===== src/rtl/swipe_pkg.sv =====
// Shared constants for the swipe detector: coordinate widths, FSM state
// encodings, direction codes and a small magnitude helper.
package swipe_pkg;

  localparam int X_W   = 11;
  localparam int Y_W   = 10;
  localparam int VX_W  = X_W + 1;
  localparam int VY_W  = Y_W + 1;
  localparam int SPD_W = 12;
  localparam int RUN_W = 4;

  // Gesture FSM states.
  typedef logic [1:0] state_t;
  localparam state_t ST_IDLE     = 2'd0;
  localparam state_t ST_TRACK    = 2'd1;
  localparam state_t ST_COOLDOWN = 2'd2;

  // Swipe direction codes (screen y grows downward).
  localparam logic [1:0] DIR_RIGHT = 2'd0;
  localparam logic [1:0] DIR_LEFT  = 2'd1;
  localparam logic [1:0] DIR_DOWN  = 2'd2;
  localparam logic [1:0] DIR_UP    = 2'd3;

  // Magnitude of a 12-bit two's complement value; inputs never reach -2048.
  function automatic logic [SPD_W-1:0] mag12(input logic [SPD_W-1:0] v);
    return v[SPD_W-1] ? (~v + 1'b1) : v;
  endfunction

endpackage


===== src/rtl/com_history.sv =====
// Ring buffer of recent centroids for trail drawing. Written once per frame,
// read combinationally by age (0 = newest); entries beyond the fill level
// read back as zero with rd_ok_o low.
module com_history
  import swipe_pkg::*;
#(
  parameter int HIST_DEPTH = 8,
  localparam int AW = $clog2(HIST_DEPTH)
) (
  input  logic           clk_i,
  input  logic           reset_i,
  input  logic           wr_en_i,
  input  logic [X_W-1:0] wr_x_i,
  input  logic [Y_W-1:0] wr_y_i,
  input  logic [AW-1:0]  rd_age_i,
  output logic [X_W-1:0] rd_x_o,
  output logic [Y_W-1:0] rd_y_o,
  output logic           rd_ok_o
);

  localparam int FW = AW + 1;

  logic [X_W+Y_W-1:0] mem_q [HIST_DEPTH];
  logic [AW-1:0]      wr_ptr_q, wr_ptr_d;
  logic [FW-1:0]      fill_q, fill_d;
  logic [AW-1:0]      rd_idx;
  logic [X_W+Y_W-1:0] rd_word;

  // Next pointer wraps naturally because the depth is a power of two.
  always_comb begin
    wr_ptr_d = wr_ptr_q + 1'b1;
    fill_d   = (fill_q == FW'(HIST_DEPTH)) ? fill_q : fill_q + 1'b1;
  end

  // Pointer and fill level; a frame coinciding with reset is dropped.
  always_ff @(posedge clk_i) begin
    if (reset_i) begin
      wr_ptr_q <= '0;
      fill_q   <= '0;
    end else if (wr_en_i) begin
      wr_ptr_q <= wr_ptr_d;
      fill_q   <= fill_d;
    end
  end

  // Storage is intentionally not cleared; fill_q gates what is visible.
  always_ff @(posedge clk_i) begin
    if (wr_en_i && !reset_i) begin
      mem_q[wr_ptr_q] <= {wr_x_i, wr_y_i};
    end
  end

  // Combinational read relative to the newest entry.
  always_comb begin
    rd_idx  = wr_ptr_q - AW'(1) - rd_age_i;
    rd_word = mem_q[rd_idx];
    rd_ok_o = ({1'b0, rd_age_i} < fill_q);
    rd_x_o  = rd_ok_o ? rd_word[X_W+Y_W-1:Y_W] : '0;
    rd_y_o  = rd_ok_o ? rd_word[Y_W-1:0]       : '0;
  end

endmodule


===== src/rtl/swipe_detector.sv =====
// Per-frame motion stage: stage 1 computes frame-to-frame velocity and speed,
// stage 2 runs the swipe gesture FSM one cycle later. Centroid history for
// the overlay lives in com_history.
module swipe_detector
  import swipe_pkg::*;
#(
  parameter int HIST_DEPTH = 8,
  parameter int MIN_SPEED  = 24,
  parameter int MIN_FRAMES = 3,
  parameter int GAP_FRAMES = 4,
  localparam int AGE_W = $clog2(HIST_DEPTH)
) (
  input  logic             clk_i,
  input  logic             reset_i,
  input  logic             frame_valid_i,
  input  logic [X_W-1:0]   com_x_i,
  input  logic [Y_W-1:0]   com_y_i,
  input  logic             com_present_i,
  input  logic [AGE_W-1:0] hist_age_i,
  output logic [VX_W-1:0]  vel_x_o,
  output logic [VY_W-1:0]  vel_y_o,
  output logic [SPD_W-1:0] speed_o,
  output logic             swipe_o,
  output logic [1:0]       swipe_dir_o,
  output logic [RUN_W-1:0] swipe_frames_o,
  output logic [X_W-1:0]   hist_x_o,
  output logic [Y_W-1:0]   hist_y_o,
  output logic             hist_ok_o
);

  localparam int GAP_W = (GAP_FRAMES < 2) ? 1 : $clog2(GAP_FRAMES + 1);

  // ---------------- Stage 1: velocity ----------------
  logic [X_W-1:0]   prev_x_q;
  logic [Y_W-1:0]   prev_y_q;
  logic             prev_present_q;
  logic [VX_W-1:0]  vel_x_q;
  logic [VY_W-1:0]  vel_y_q;
  logic [SPD_W-1:0] speed_q;
  logic             s1_valid_q;
  logic [X_W-1:0]   s1_prev_x_q, s1_cur_x_q;
  logic [Y_W-1:0]   s1_prev_y_q, s1_cur_y_q;

  logic [VX_W-1:0]  dx_c;
  logic [VY_W-1:0]  dy_c;
  logic [SPD_W-1:0] spd_c;
  logic             pair_c;

  // Zero-extended subtraction gives a correct signed delta in one extra bit.
  always_comb begin
    dx_c   = {1'b0, com_x_i} - {1'b0, prev_x_q};
    dy_c   = {1'b0, com_y_i} - {1'b0, prev_y_q};
    spd_c  = mag12(dx_c) + mag12({dy_c[VY_W-1], dy_c});
    pair_c = com_present_i & prev_present_q;
  end

  // Register velocity and forward both centroids to the gesture stage.
  always_ff @(posedge clk_i) begin
    if (reset_i) begin
      prev_x_q       <= '0;
      prev_y_q       <= '0;
      prev_present_q <= 1'b0;
      vel_x_q        <= '0;
      vel_y_q        <= '0;
      speed_q        <= '0;
      s1_valid_q     <= 1'b0;
      s1_prev_x_q    <= '0;
      s1_prev_y_q    <= '0;
      s1_cur_x_q     <= '0;
      s1_cur_y_q     <= '0;
    end else begin
      s1_valid_q <= frame_valid_i;
      if (frame_valid_i) begin
        prev_x_q       <= com_x_i;
        prev_y_q       <= com_y_i;
        prev_present_q <= com_present_i;
        vel_x_q        <= pair_c ? dx_c  : '0;
        vel_y_q        <= pair_c ? dy_c  : '0;
        speed_q        <= pair_c ? spd_c : '0;
        s1_prev_x_q    <= prev_x_q;
        s1_prev_y_q    <= prev_y_q;
        s1_cur_x_q     <= com_x_i;
        s1_cur_y_q     <= com_y_i;
      end
    end
  end

  // ---------------- Stage 2: gesture FSM ----------------
  state_t           state_q, state_d;
  logic [RUN_W-1:0] run_q, run_d;
  logic [GAP_W-1:0] gap_q, gap_d;
  logic [X_W-1:0]   start_x_q, start_x_d, end_x_q, end_x_d;
  logic [Y_W-1:0]   start_y_q, start_y_d, end_y_q, end_y_d;
  logic             swipe_q, swipe_d;
  logic [1:0]       dir_q, dir_d;
  logic [RUN_W-1:0] frames_q, frames_d;

  logic             moving_c;
  logic [VX_W-1:0]  nx_c;
  logic [VY_W-1:0]  ny_c;
  logic             horiz_c;
  logic [1:0]       net_dir_c;

  // Net displacement of the run; ties between axes resolve to horizontal.
  always_comb begin
    moving_c  = (speed_q >= SPD_W'(MIN_SPEED));
    nx_c      = {1'b0, end_x_q} - {1'b0, start_x_q};
    ny_c      = {1'b0, end_y_q} - {1'b0, start_y_q};
    horiz_c   = (mag12(nx_c) >= mag12({ny_c[VY_W-1], ny_c}));
    net_dir_c = horiz_c ? (nx_c[VX_W-1] ? DIR_LEFT : DIR_RIGHT)
                        : (ny_c[VY_W-1] ? DIR_UP   : DIR_DOWN);
  end

  // Next-state logic; advances only when stage 1 hands over a frame.
  always_comb begin
    state_d   = state_q;
    run_d     = run_q;
    gap_d     = gap_q;
    start_x_d = start_x_q;
    start_y_d = start_y_q;
    end_x_d   = end_x_q;
    end_y_d   = end_y_q;
    swipe_d   = 1'b0;
    dir_d     = dir_q;
    frames_d  = frames_q;
    if (s1_valid_q) begin
      case (state_q)
        ST_IDLE: begin
          if (moving_c) begin
            start_x_d = s1_prev_x_q;
            start_y_d = s1_prev_y_q;
            end_x_d   = s1_cur_x_q;
            end_y_d   = s1_cur_y_q;
            run_d     = RUN_W'(1);
            state_d   = ST_TRACK;
          end
        end
        ST_TRACK: begin
          if (moving_c) begin
            if (run_q != '1) run_d = run_q + 1'b1;
            end_x_d = s1_cur_x_q;
            end_y_d = s1_cur_y_q;
          end else if (run_q >= RUN_W'(MIN_FRAMES)) begin
            swipe_d  = 1'b1;
            frames_d = run_q;
            dir_d    = net_dir_c;
            gap_d    = GAP_W'(GAP_FRAMES);
            state_d  = (GAP_FRAMES == 0) ? ST_IDLE : ST_COOLDOWN;
          end else begin
            state_d = ST_IDLE;
          end
        end
        ST_COOLDOWN: begin
          gap_d = gap_q - 1'b1;
          if (gap_q <= GAP_W'(1)) begin
            gap_d   = '0;
            state_d = ST_IDLE;
          end
        end
        default: state_d = ST_IDLE;
      endcase
    end
  end

  // Gesture state registers; reset abandons any run in progress.
  always_ff @(posedge clk_i) begin
    if (reset_i) begin
      state_q   <= ST_IDLE;
      run_q     <= '0;
      gap_q     <= '0;
      start_x_q <= '0;
      start_y_q <= '0;
      end_x_q   <= '0;
      end_y_q   <= '0;
      swipe_q   <= 1'b0;
      dir_q     <= DIR_RIGHT;
      frames_q  <= '0;
    end else begin
      state_q   <= state_d;
      run_q     <= run_d;
      gap_q     <= gap_d;
      start_x_q <= start_x_d;
      start_y_q <= start_y_d;
      end_x_q   <= end_x_d;
      end_y_q   <= end_y_d;
      swipe_q   <= swipe_d;
      dir_q     <= dir_d;
      frames_q  <= frames_d;
    end
  end

  // ---------------- History ----------------
  com_history #(.HIST_DEPTH(HIST_DEPTH)) u_hist (
    .clk_i    (clk_i),
    .reset_i  (reset_i),
    .wr_en_i  (frame_valid_i),
    .wr_x_i   (com_x_i),
    .wr_y_i   (com_y_i),
    .rd_age_i (hist_age_i),
    .rd_x_o   (hist_x_o),
    .rd_y_o   (hist_y_o),
    .rd_ok_o  (hist_ok_o)
  );

  assign vel_x_o        = vel_x_q;
  assign vel_y_o        = vel_y_q;
  assign speed_o        = speed_q;
  assign swipe_o        = swipe_q;
  assign swipe_dir_o    = dir_q;
  assign swipe_frames_o = frames_q;

endmodule

===== config.mk =====
export PLATFORM = sky130hd
export DESIGN_NAME = swipe_detector
export DESIGN_NICKNAME = d
export VERILOG_FILES = /design/src/rtl/swipe_pkg.sv /design/src/rtl/com_history.sv /design/src/rtl/swipe_detector.sv
export SDC_FILE = /design/constraint.sdc
export NUM_CORES = 1
export LEC_CHECK = 0
export CORE_UTILIZATION = 54
export CTS_CLUSTER_DIAMETER = 120
export CTS_CLUSTER_SIZE = 28
export DETAILED_ROUTE_END_ITERATION = 8
export MAX_ROUTING_LAYER = met4
export PLACE_DENSITY = 0.76
export SYNTH_ARGS = -nofsm -noshare
export SYNTH_HDL_FRONTEND = slang
export SYNTH_SLANG_ARGS = --single-unit

===== constraint.sdc =====
create_clock -name clk_i -period 3.8 [get_ports clk_i]
set_input_delay 0.38 -clock clk_i [delete_from_list [all_inputs] [get_ports clk_i]]
set_output_delay 0.38 -clock clk_i [all_outputs]
set_load 0.03 [all_outputs]

# [Word level (Yosys, flattened, before mapping)]
# Memory sizes are Yosys's and may differ from the RTL's.
# Cells that the tools add are included.
[classes] n_addsub=15 n_lt_le_gt_ge=5 n_eq_ne=10 n_mux=28 n_bitwise=9 n_reduce_logical=14
[op_table] operator="$mux 12" count=6
[op_table] operator="$add 12x1->12 const B" count=4
[op_table] operator="$not 12->12" count=4
[op_table] operator="$sub 11x11->12" count=2
[op_table] operator="$mux 11" count=2
[op_table] operator="$sub 10x10->11" count=2
[op_table] operator="$add 12x12->12" count=1
[op_table] operator="$ge 12x12->1" count=1
[op_table] operator="$ge 12x5->1 const B" count=1
[op_table] operator="$mux 4" count=3
[op_table] operator="$ne 2x2->1 const B" count=6
[op_table] operator="$reduce_and 4->1" count=3
[op_table] operator="$mux 10" count=1
[op_table] operator="$mux 2" count=5
[op_table] operator="$mux 3" count=3
[op_table] operator="$add 4x1->4 const B" count=2
[op_table] operator="$pmux 4 s2" count=1
[op_table] operator="$pmux 2 s3" count=1
[op_table] operator="$pmux 3 s2" count=1
[op_table] operator="$reduce_and 3->1" count=2
[op_table] operator="$sub 3x1->3 const B" count=2
[op_table] operator="$mux 1" count=5
[op_table] operator="$reduce_and 5->1" count=1
[op_table] operator="$eq 4x4->1 const B" count=1
[op_table] operator="17 further kinds" count=21
[totals] register_bits=144 mem_bits_rw=168 input_bits=28 elab_cells=103 n_memories=1
[mem_list] memory="u_hist.mem_q" words=8 word_bits=21 rd=1 rd_ports_with_merged_regs=0 wr=1 line_no="com_history.sv:23" rtl="logic [X_W+Y_W-1:0] mem_q [HIST_DEPTH];"

# [Longest topological paths before layout]
# Gate-level depths: netlist of run 1.
[depth] depth_word=6 mapped_depth=19 mapped_depth_nobuf=19

# [Hierarchy]
# Synthesis of run 1 repeated with hierarchy kept, for this count alone.
[unflattened] hier_cells=1341 hier_area_um2=15278.4
[by_module_without_submodules] mod="swipe_detector" n_inst=1 cells_per_inst=1011 area_per_inst_um2=8245.4 seq_area_each_um2=2742.6
[by_module_without_submodules] mod="com_history" n_inst=1 cells_per_inst=330 area_per_inst_um2=7033.0 seq_area_each_um2=5185.0

# [Worst setup path after synthesis of run 1]
# No wires, ideal clock.
[synth_timing] kind="register to register" from="register end_x_q[0]" to="register dir_q[0], in the netlist swipe_dir_o[0]" arrival_time_ns=3.819 required_time_ns=3.659 setup_slack_ns=-0.160 stages_incl_launch_ff=20 period_less_slack_ns=3.960 path_cell_list="dfxtp_1 inv_1 ha_1 inv_1 fa_1 a21o_2 nand4_1 nand3b_1 xor2_1 or4_4 o21ai_0 xnor2_1 ha_1 nand3_1 nor2_1 a2111oi_0 o31ai_1 a221oi_1 mux2i_1 a211oi_1"
[synth_via] elab_chain_cells=6 elab_cells_between_ends=7 cone_classes="2 x add/sub; 1 x order compare; 3 x mux; 1 x bitwise"
[synth_lines] item="start, declared" line_no="swipe_detector.sv:92" rtl="logic [X_W-1:0] start_x_q, start_x_d, end_x_q, end_x_d;"
[synth_lines] item="start signal, assigned" line_no="swipe_detector.sv:184" rtl="end_x_q <= end_x_d;"
[synth_lines] item="$sub 11x11->12 *" line_no="swipe_detector.sv:107" rtl="nx_c = {1'b0, end_x_q} - {1'b0, start_x_q};"
[synth_lines] item="$not 12->12" line_no="swipe_pkg.sv:26" rtl="return v[SPD_W-1] ? (~v + 1'b1) : v;"
[synth_lines] item="$add 12x1->12" line_no="swipe_pkg.sv:26"
[synth_lines] item="$mux 12" line_no="swipe_pkg.sv:26"
[synth_lines] item="$ge 12x12->1" line_no="swipe_detector.sv:109" rtl="horiz_c = (mag12(nx_c) >= mag12({ny_c[VY_W-1], ny_c}));"
[synth_lines] item="$mux 2 *" line_no="swipe_detector.sv:110" rtl="net_dir_c = horiz_c ? (nx_c[VX_W-1] ? DIR_LEFT : DIR_RIGHT)"
[synth_lines] item="end signal, assigned" line_no="swipe_detector.sv:187" rtl="dir_q <= dir_d;"
[synth_lines] item="end, declared" line_no="swipe_detector.sv:95" rtl="logic [1:0] dir_q, dir_d;"
# Every way passes the cells marked *; elsewhere a longest branch is shown, timed or not.
# A chain may end at the register's enable or synchronous reset.

# [Worst setup path in the final report of run 1]
# Ends and elaborated chain as after synthesis.

==> results of run 1 <==
[stage by stage]
stage / hold slack (ps) / cells / cell area [sq um] / power, mW / util
2_1_floorplan: 460.1 / 1333 / 15190 / 5.191 / -
5_1_grt: 346.6 / 1978 / 18790 / 8.509 / 0.6896
6_report: 351.7 / 1978 / 18790 / 8.130 / 0.6896
3_3_place_gp: 462.6 / 1937 / 17840 / 6.075 / 0.6548
3_5_place_dp: 467.7 / 1937 / 17840 / 6.116 / 0.6548
4_1_cts: 333.7 / 1967 / 18450 / 7.965 / 0.6770
[per-layer routing]
metal / vias to the layer above / track usage
li1: 5329 / -
met5: - / -
met1: 5369 / 0.3301
met2: 233 / 0.4378
met3: 42 / 0.02635
met4: 0 / 0.04779
[worst min path at each step]
stage / cells past startpoint / startpoint / endpoint
2_1_floorplan: 2 / s1_prev_x_q[0]$_SDFFE_PP0P_ / s1_prev_x_q[0]$_SDFFE_PP0P_
3_3_place_gp: 2 / vel_y_o[9]$_SDFFE_PP0P_ / vel_y_o[9]$_SDFFE_PP0P_
3_5_place_dp: 2 / vel_y_o[9]$_SDFFE_PP0P_ / vel_y_o[9]$_SDFFE_PP0P_
4_1_cts: 3 / frame_valid_i / s1_prev_x_q[2]$_SDFFE_PP0P_
5_1_grt: 3 / frame_valid_i / s1_cur_x_q[9]$_SDFFE_PP0P_
6_report: 3 / frame_valid_i / s1_prev_x_q[2]$_SDFFE_PP0P_
[timing repair]
action                                 in CTS  in global routing
setup buffers                               6                 12
pin swaps                                  18                 49
endpoints found under the hold margin       0                  0
resized for setup                          39                 50
setup endpoints to repair                   6                  7
hold buffers                                0                  0
[flip-flops by register name (all words and copies together) (netlist names), 10 cells and up]
register and cells:
s1_prev_y_q 10, speed_o 12, vel_y_o 11, s1_cur_y_q 10
u_hist.mem_q 168, s1_prev_x_q 11, start_y_q 10, vel_x_o 12
s1_cur_x_q 11, end_y_q 10, start_x_q 11, end_x_q 11
[power groups by stage]
| stage | Sequential [mW] | Clock, mW | Combinational, mW |
|---|---|---|---|
| floorplan | 3.74 | 0 | 1.45 |
| global placement | 3.73 | 0 | 2.34 |
| detailed placement | 3.74 | 0 | 2.38 |
| CTS | 3.66 | 1.85 | 2.45 |
| global route | 3.67 | 1.95 | 2.88 |
| finish | 3.66 | 1.81 | 2.66 |
[cell families after synthesis]
| logic type | Yosys count | synth area share |
|---|---|---|
| xor gates and xnor gates | 77 | 0.04449 |
| other | 1 | 0.0002474 |
| DFF | 312 | 0.5230 |
| and+or+nand+nor | 372 | 0.1079 |
| buffers and inverters | 135 | 0.03359 |
| muxes | 139 | 0.1265 |
| adders and majority gates | 84 | 0.07231 |
| AOI/OAI and AO/OA | 213 | 0.09204 |
[final cells by class]
cell class,instances,area share
inverter,80,0.01598
clock inverter,1,0.001598
multi-input combinational,886,0.3813
sequential,312,0.4222
tap,372,0.02477
clock buffer,23,0.02157
timing repair buffer,304,0.1326
[cells in the final DEF (no fill, tap or decap), drive strengths merged, types with 5 or more instances in the layout]
master           n
o21bai           6
nor3            21
nand3           12
dfxtp          144
xnor2           55
or3              8
a31oi            7
nor2b            9
inv             80
o21ai           33
xor2            22
a211oi           8
and3             5
nor2           193
mux2i           97
nand2           83
mux4            42
clkdlybuf4s50   66
ha              78
o2111ai          5
edfxtp         168
buf            236
a21oi           65
o211ai           8
fa               6
nand4            8
nand2b          12
clkbuf          23
a21o            13
a22oi           26
[critical path, delay by kind of cell (launching register included)]
kind / cells / cell delay, ps
AOI/OAI and AO/OA: 4 / 710
xor gates and xnor gates: 1 / 180
adders and majority gates: 3 / 670
buffers and inverters: 2 / 90
DFF: 1 / 340
muxes: 1 / 250
and+or+nand+nor: 6 / 1580
==> results.md, run 1 <==
* Std-Cell Rows at 60
* Last element of the critical path: swipe_dir_o[0]$_SDFFE_PP0P_
* Number of vias after detailed routing at 10970
* Data arrival time of the critical path at roughly 4300 ps
* Area share of the largest cell type after synthesis at 0.3328
* Clk_lat worst skew at 510 ps
* TritonCTS clock tree: yes
* Post-detailed-route DRC marker count at 0
* Number of clock buffers inserted by TritonCTS at 15
* Routed length on met3 at 1.696 mm
* Max capacitance violation total at 0
* Net Count, Synth at 1445
* Inserted Diodes at 0
* Count of synthesis-stage warnings from yosys at 0
* Worst clock skew on the final layout at 36.15 ps
* Die Area at 28750 sq um
* Violations in the final reports: setup timing
* Switching Fraction at 0.2981
* Maximum fanout count along the critical path at 3
* Drt pass-1 iters at 5
* Fill cell instance count of the final layout at a little over 2000
* Cell Chain, Critical Path: inv_2 -> ha_4 -> inv_2 -> fa_2 -> a21o_2 -> nand4_1 -> nand3b_1 -> xor2_2 -> or4_4 -> or4_1 -> and4bb_2 -> ha_4 -> o211ai_1 -> nor2_1 -> a221oi_2 -> mux2i_1 -> a211oi_2
* Power density over the cells at 432.6 nW/um^2
* Area growth, synth to finish at 23.98%
* Highest signal layer in the routed design: met4
* Combined area of the multi-input logic cells at 7166 sq um
* Number of global-route vias before repair at 10860
* Power spent charging and discharging nets at 2.423 mW
* TNS Setup at -288.9 ps
* Met2 Routed Length at about 18 mm
* Wire length after detailed routing at 35.58 mm
* Via density per instance at 5.548
* Die boundary height at 169.5 microns
* Top cells by area in the synthesized netlist: edfxtp_1, dfxtp_1, ha_1, mux2i_1, mux4_2
* Clock Sink Count at around 310
* Number of primary I/O pins at 92
* Port bufs at 91
* Avg WL per Cell at ~18 microns
* Initial drt markers at 751
* Placer's final routability congestion estimate at 0.8969
* Most used flip-flop cell after synthesis: edfxtp_1
* Worst R2R Start: end_x_q[0]$_SDFFE_PP0P_
* Largest net degree at the start of global routing at approximately 80
* Worst-case setup slack after placement at -789.6 ps
* Sequential share of the synthesized area at 0.5230
* Reg2reg setup slack at -160 ps
* Slowest library cell on the worst path: or4_1
* Area of the mapped netlist at around 15000 sq um
* Share of power burned in combinational logic at 0.327
* Proportion of layout cells with a drive suffix above 1 at 0.2422
* Worst path max stage delay at roughly 480 ps
* Power share of the clock group at 0.222
* Setup repair after global routing missed its margin: yes
* Least-Margin Pin Slew at around 1200 ps
* Number of nets with antenna violations after detailed routing at 0
* IR Drop Worst-Case VDD at 0.2792 mV
* Total gr overflow at 0
* Die Wd at about 170 microns
* Number of nets in the final layout at 1711
* Leak pwr at 7.177 nW
* R2R Path End: swipe_dir_o[0]$_SDFFE_PP0P_
* Final number of hold-violating endpoints at 0
* Area of all sequential standard cells at 7934 sq um
* Largest buffer count on any clock path at 3
* Cell type contributing the most total cell area after synthesis: edfxtp_1
* Top cells by count, synth: nor2_1, edfxtp_1, dfxtp_1
* Cell count after synthesis at 1333
* Post-synthesis sequential element count at 312
* Area of the core region at 27250 sq um
* Minimum setup slack in the final design at -161.5 ps
* Most common cell in the netlist: nor2_1
* Startpoint types: flip-flop
* Final setup fails at 3
* Post-DP HPWL at 24.88 mm
* Start-to-end type of the worst setup path: reg -> reg
* EDFF count, synth at 168
* Worst setup path start: end_x_q[0]$_SDFFE_PP0P_
* Final worst path period need at 3961 ps
* First-pass GRT wire length at 55.75 mm
* Maximum level of the CTS H-tree at 1
* Internal power at 5.707 mW
* Total routed wire length on the met1 layer at 15.61 mm
* Total count of max-transition violations in the final report at 0
* Starting Density at 0.5562
* Mean cell area of the mapped netlist at about 11 sq um
* Peak Freq at 252.4 MHz
* Synth cell types at 67
* Part of the cycle the worst path needs at 1.042
* Total GRT Usage at 0.2548
* Sequential Power Share at 0.451
* Antenna violations before repair at 0
* Length in cells of the worst reg-to-reg path at 17
* Worst slew slack as a fraction of its limit at 0.2122
* Buffer cell driving the clock tree root: clkbuf_16
* Status: finished, violations left
* Required time reported for the critical path endpoint at 4170 ps
* Setup crit end kind: flip-flop
* Type of the most critical hold path: in -> reg
* Clock transition time at the flip-flop clock pins of the worst setup and hold paths at 110 ps
* Fraction of synthesis flops using an asynchronous set or reset pin at 0
Note: power is estimated with default switching activity, not from simulation.
==> run 2, diff against run 1 <==
--- a/config.mk
+++ b/config.mk
@@ -5,6 +5,7 @@
 export SDC_FILE = /design/constraint.sdc
 export NUM_CORES = 1
 export LEC_CHECK = 0
+export CORE_MARGIN = 8
 export CORE_UTILIZATION = 54
 export CTS_CLUSTER_DIAMETER = 120
 export CTS_CLUSTER_SIZE = 28
==> results.md, run 2 (synthesized netlist as in run 1, its figures left out) <==
* Status: finished, violations left
* Violations in the final reports: setup timing
* Flip-flop count of the largest register, all copies and words added at 168
* Initial drt markers at 752
* Final setup fails at 3
* Required time reported for the critical path endpoint at between 4000 and 5000 ps
* Number of primary I/O pins at 92
* Post-detailed-route DRC marker count at 0
* First-pass GRT wire length at 58.83 mm
* Minimum setup slack in the final design at -256.1 ps
* Area growth, synth to finish at 23.22%
* Non-filler instance count after layout at 1983
* Number of vias after detailed routing at ~11000
* Type of the most critical hold path: in -> reg
* Worst slew slack as a fraction of its limit at 0.2696
* Number of nets with antenna violations after detailed routing at 0
* Avg WL per Cell at 18.95 microns
* Largest net degree at the start of global routing at 80
* Die Area at roughly 34000 sq um
* Die boundary height at roughly 180 microns
* Length in cells of the worst reg-to-reg path at 20
* Dpl cells at between 1500 and 2000
* Final worst path period need at 4056 ps
* Number of clock buffers inserted by TritonCTS at 15
* Cell depth of the worst min-delay path at 3
* Sequential Power Share at 0.451
* Clock Sink Count at 312
* Total Power at 8.114 mW
* IR Drop Worst-Case VDD at 0.2742 mV
* Max capacitance violation total at 0
* Number of nets in the final layout at 1708
* R2R Path End: swipe_dir_o[0]$_SDFFE_PP0P_
* Drt pass-1 iters at 5
* Leak pwr at ~7.1 nW
* Area of the core region at 27710 sq um
* Clk_lat worst skew at 510 ps
* Peak Freq at 246.5 MHz
* Power spent charging and discharging nets at 2.434 mW
* Power density over the cells at 434.4 nW/um^2
* Proportion of layout cells with a drive suffix above 1 at 0.2324
* Part of the cycle the worst path needs at 1.067
* Data arrival time of the critical path at 4410 ps
* Least-Margin Pin Slew at approximately 1100 ps
* Placer's final routability congestion estimate at around 0.96
* Via density per instance at 5.596
* Power share of the clock group at 0.227
* Reg2reg setup slack at -260 ps
* Antenna violations before repair at 0
* Clock transition time at the flip-flop clock pins of the worst setup and hold paths at 110 ps
* Wire length after detailed routing at 37.57 mm
* Beginning of the worst hold path: frame_valid_i
* Number of global-route vias before repair at 11020
* Largest reg by FF count: u_hist.mem_q
* Leading cell type in the layout, fill and taps excluded: buf_4
* Setup repair after global routing missed its margin: yes
* Worst clock skew on the final layout at 16.08 ps
* Std-Cell Rows at 61
* Endpoint of the worst hold path: prev_present_q$_SDFFE_PP0P_
* Startpoint types: flip-flop
* Setup crit end kind: flip-flop
* Switching Fraction at 0.3000
* Buffer cell driving the clock tree root: clkbuf_16
* Total gr overflow at 0
* Inserted Diodes at 0
* Internal power at 5.680 mW
* Worst R2R Start: end_y_q[0]$_SDFFE_PP0P_
* Die Wd at about 180 microns
* Total count of max-transition violations in the final report at 0
* Starting Density at 0.5471
* Maximum level of the CTS H-tree at 1
* Start-to-end type of the worst setup path: reg -> reg
* Total GRT Usage at 0.2260
* TritonCTS clock tree: yes
* Maximum fanout count along the critical path at 2
* Largest buffer count on any clock path at 3
* Fill cell instance count of the final layout at 2020
* Highest-count cells in the layout ignoring fill and taps: buf_4, nor2_1, edfxtp_1
* Port bufs at 91
* Final number of hold-violating endpoints at 0
* Share of power burned in combinational logic at 0.322
* Post-DP HPWL at 27.15 mm
==> run 2: metal layers <==
layer  global-route usage  share of wire  vias to the layer above
met4              0.05823          0.025                        0
met2               0.3757           0.48                      311
met3              0.03715          0.058                       63
li1                     -              -                     5336
met1               0.2849           0.43                     5386
met5                    -              0                        -
==> run 2: power groups by stage <==
| stage | Combinational, mW | Sequential [mW] | Clock (mW) |
|---|---|---|---|
| floorplan | 1.45 | 3.74 | 0 |
| global placement | 2.39 | 3.73 | 0 |
| detailed placement | 2.43 | 3.74 | 0 |
| CTS | 2.52 | 3.66 | 1.89 |
| global route | 2.84 | 3.67 | 2.00 |
| finish | 2.61 | 3.66 | 1.84 |
==> run 2: layout make-up <==
class	instances	area (sq um)	area share
multi-input cells	886	7034	0.3766
well taps	378	473.0	0.02532
clock inverters	3	41.29	0.002211
flip-flops and latches	312	7933	0.4247
inverters	80	300.3	0.01608
repair buffers	301	2491	0.1334
clock buffers	23	405.4	0.02170
==> run 2: repair_timing <==
action / 4_1_cts / 5_1_grt
pin swaps: 22 / 22
endpoints found under the setup margin: 7 / 7
setup buffers: 9 / 0
gates resized for setup: 35 / 30
gates cloned: 0 / 0
hold buffers: 0 / 0
endpoints found under the hold margin: 0 / 0
==> run 2: worst max path at each step <==
stage	slack, ps	endpoint	startpoint	depth (start not counted)
2_1_floorplan	-10	swipe_dir_o[0]$_SDFFE_PP0P_	end_y_q[0]$_SDFFE_PP0P_	19
3_3_place_gp	-650	speed_o[11]$_SDFFE_PP0P_	com_y_i[0]	19
3_5_place_dp	-780	speed_o[11]$_SDFFE_PP0P_	com_x_i[0]	19
4_1_cts	-180	swipe_dir_o[0]$_SDFFE_PP0P_	end_x_q[0]$_SDFFE_PP0P_	19
5_1_grt	-480	swipe_dir_o[0]$_SDFFE_PP0P_	end_y_q[0]$_SDFFE_PP0P_	20
6_report	-260	swipe_dir_o[0]$_SDFFE_PP0P_	end_y_q[0]$_SDFFE_PP0P_	20
==> run 2: stage by stage <==
step | cell area [sq um] | TNS [ps] | worst slack, ps | hold slack, ps | utilization
detailed placement | 17930 | -6092 | -775.9 | 485.2 | 0.6472
CTS | 18550 | -220.9 | -183.4 | 258.1 | 0.6696
finish | 18680 | -394.6 | -256.1 | 292.3 | 0.6742
global placement | 17930 | -4758 | -649.7 | 467.3 | 0.6472
floorplan | 15190 | -13.37 | -13.37 | 460.1 | -
global route | 18680 | -1098 | -478.0 | 288.9 | 0.6742
==> run 2: critical path, stage by stage (launching register included) <==
cell and delay [ps]:
dfxtp_2 340, inv_2 60, ha_4 120, inv_2 40, fa_2 380, a211oi_2 200, buf_4 150, o21bai_1 70
a21oi_2 190, xnor2_2 140, nor4_2 290, a21oi_1 130, xor2_1 180, ha_1 320, nand3_2 130, nor2_4 50
a2111oi_4 290, o31ai_2 130, a221oi_2 310, mux2i_1 270, a211oi_2 100
==> run 3, diff against run 2 <==
--- a/config.mk
+++ b/config.mk
@@ -6,12 +6,12 @@
 export NUM_CORES = 1
 export LEC_CHECK = 0
 export CORE_MARGIN = 8
-export CORE_UTILIZATION = 54
+export CORE_UTILIZATION = 50
 export CTS_CLUSTER_DIAMETER = 120
 export CTS_CLUSTER_SIZE = 28
 export DETAILED_ROUTE_END_ITERATION = 8
 export MAX_ROUTING_LAYER = met4
-export PLACE_DENSITY = 0.76
+export PLACE_DENSITY = 0.72
 export SYNTH_ARGS = -nofsm -noshare
 export SYNTH_HDL_FRONTEND = slang
 export SYNTH_SLANG_ARGS = --single-unit
==> results.md, run 3 (synthesized netlist as in run 1, its figures left out) <==
* Status: finished, violations left
* Violations in the final reports: setup timing
* Avg WL per Cell at 18.96 microns
* Setup crit end kind: flip-flop
* Number of global-route vias before repair at around 11000
* End-of-flow core utilization at 0.6431
* Start-to-end type of the worst setup path: reg -> reg
* Peak Freq at 243.9 MHz
* Data arrival time of the critical path at 4450 ps
* Leading cell type in the layout, fill and taps excluded: buf_4
* Endpoint of the worst hold path: prev_present_q$_SDFFE_PP0P_
* Power spent charging and discharging nets at ~2.6 mW
* Cell depth of the worst min-delay path at 3
* Met2 Routed Length at about 19 mm
* Total gr overflow at 0
* Reg2reg setup slack at -300 ps
* Combined buffer and inverter count along the critical path at 3
* Clock transition time at the flip-flop clock pins of the worst setup and hold paths at roughly 120 ps
* Highest signal layer in the routed design: met4
* Clock Sink Count at 312
* Wire length after detailed routing at 38.27 mm
* Length in cells of the worst reg-to-reg path at 18
* Largest delay share family, worst path: compound AO/OA/AOI/OAI gates
* Worst R2R Start: end_x_q[0]$_SDFFE_PP0P_
* Final number of hold-violating endpoints at 0
* Inserted Diodes at 0
* Total count of max-transition violations in the final report at 0
* Number of primary I/O pins at 92
* Highest-count cells in the layout ignoring fill and taps: buf_4, nor2_1, edfxtp_1
* Clk_lat worst skew at 520 ps
* Required time reported for the critical path endpoint at 4150 ps
* Least-Margin Pin Slew at 1155 ps
* Share of power burned in combinational logic at 0.346
* Internal power at ~6 mW
* Total GRT Usage at 0.2143
* Die boundary height at 190.1 microns
* Placer's final routability congestion estimate at approximately 0.87
* Drt pass-1 iters at 5
* Number of clock buffers inserted by TritonCTS at 15
* Antenna violations before repair at 0
* Cell Chain, Critical Path: inv_2 -> ha_4 -> inv_2 -> fa_2 -> a21o_2 -> nand4_1 -> nand3b_1 -> xor2_2 -> or4_4 -> o21ai_2 -> xnor2_1 -> ha_1 -> buf_4 -> a2111oi_4 -> o31ai_2 -> a221oi_2 -> mux2i_1 -> a211oi_1
* Via density per instance at 5.550
* Proportion of layout cells with a drive suffix above 1 at 0.2578
* Post-detailed-route DRC marker count at 0
* Minimum setup slack in the final design at -299.8 ps
* Setup repair after global routing missed its margin: yes
* Part of the cycle the worst path needs at 1.079
* Leak pwr at between 7 and 8 nW
* TritonCTS clock tree: yes
* Number of vias after detailed routing at roughly 11000
* Slowest library cell on the worst path: or4_4
* Startpoint types: flip-flop
* Area growth, synth to finish at 26.08%
* Routed length on met3 at 1.382 mm
* Area of the core region at 29720 sq um
* Sequential Power Share at 0.437
* Post-DP HPWL at between 20 and 30 mm
* Number of nets with antenna violations after detailed routing at 0
* Port bufs at 91
* Max capacitance violation total at 0
* Most repeated library cell on the critical path: inv_2
* Flip-flop count of the largest register, all copies and words added at 168
* Switching Fraction at 0.3044
* Largest net degree at the start of global routing at 79
* IR Drop Worst-Case VDD at 0.2620 mV
* Std-Cell Rows at 63
* Worst hold margin at 307.8 ps
* First-pass GRT wire length at between 60 and 70 mm
* Worst path max stage delay at about 540 ps
* Final worst path period need at 4100 ps
* Type of the most critical hold path: in -> reg
* Largest reg by FF count: u_hist.mem_q
* Largest buffer count on any clock path at 3
* Worst clock skew on the final layout at 20.50 ps
* Worst slew slack as a fraction of its limit at 0.2297
* R2R Path End: swipe_dir_o[0]$_SDFFE_PP0P_
* Number of nets in the final layout at 1733
* Buffer cell driving the clock tree root: clkbuf_16
* Maximum level of the CTS H-tree at 1
* Die Wd at 190.1 microns
* Power density over the cells at 438.5 nW/um^2
* Beginning of the worst hold path: frame_valid_i
* Power share of the clock group at 0.218
* Die Area at ~36000 sq um
* Final setup fails at 2
* Total routed wire length on the met1 layer at around 17 mm
* Initial drt markers at 736
* Maximum fanout count along the critical path at 3
* Starting Density at 0.5101
## run 3: area by class of cell
class / instances / area (sq um)
multi-input combinational: 886 / 7226
clock buffer: 21 / 397.9
timing repair buffer: 326 / 2730
sequential: 312 / 7933
fill: 2275 / 10610
tap: 390 / 488.0
inverter: 80 / 300.3
clock inverter: 4 / 37.54
## run 3: metrics by stage
step / worst slack, ps / area, sq um / power, mW / TNS [ps] / std cells
after floorplan: -13.37 / 15190 / 5.191 / -13.37 / 1333
after CTS: -288.2 / 18760 / 8.158 / -471.1 / 2013
after global routing: -484.1 / 19110 / 8.775 / -1172 / 2019
after global placement: -655.9 / 18030 / 6.139 / -4586 / 1969
after detailed placement: -792.5 / 18030 / 6.175 / -5702 / 1969
final: -299.8 / 19110 / 8.380 / -507.0 / 2019
## run 3: worst max path at each step
stage / from / endpoint / cells past startpoint
after floorplan: end_y_q[0]$_SDFFE_PP0P_ / swipe_dir_o[0]$_SDFFE_PP0P_ / 19
after global placement: com_y_i[0] / speed_o[11]$_SDFFE_PP0P_ / 19
after detailed placement: com_x_i[0] / speed_o[11]$_SDFFE_PP0P_ / 18
after CTS: end_x_q[0]$_SDFFE_PP0P_ / swipe_dir_o[0]$_SDFFE_PP0P_ / 19
after global routing: end_x_q[0]$_SDFFE_PP0P_ / swipe_dir_o[0]$_SDFFE_PP0P_ / 19
final: end_x_q[0]$_SDFFE_PP0P_ / swipe_dir_o[0]$_SDFFE_PP0P_ / 18
## run 3: power groups by stage
stage	Sequential, mW	Combinational, mW	Clock, mW
after global routing	3.67	3.13	1.98
final	3.66	2.90	1.82
after global placement	3.73	2.41	0
after detailed placement	3.74	2.44	0
after CTS	3.66	2.64	1.86
after floorplan	3.74	1.45	0
## run 3: metal layers
metal	vias up	GRT usage
li1	5378	-
met1	5545	0.2782
met2	238	0.3621
met3	44	0.02325
met4	0	0.04089
met5	-	-
## run 3: timing repair
action	CTS	global route
setup buffers	20	9
pin swaps	36	46
hold buffers	0	0
endpoints found under the setup margin	6	9
gates resized for setup	38	64
## run 3: worst min-delay path: cells and delay by family
| family | cells | cell delay (ps) |
|---|---|---|
| simple gates | 1 | 80 |
| buf+inv | 1 | 180 |
| mux | 1 | 150 |
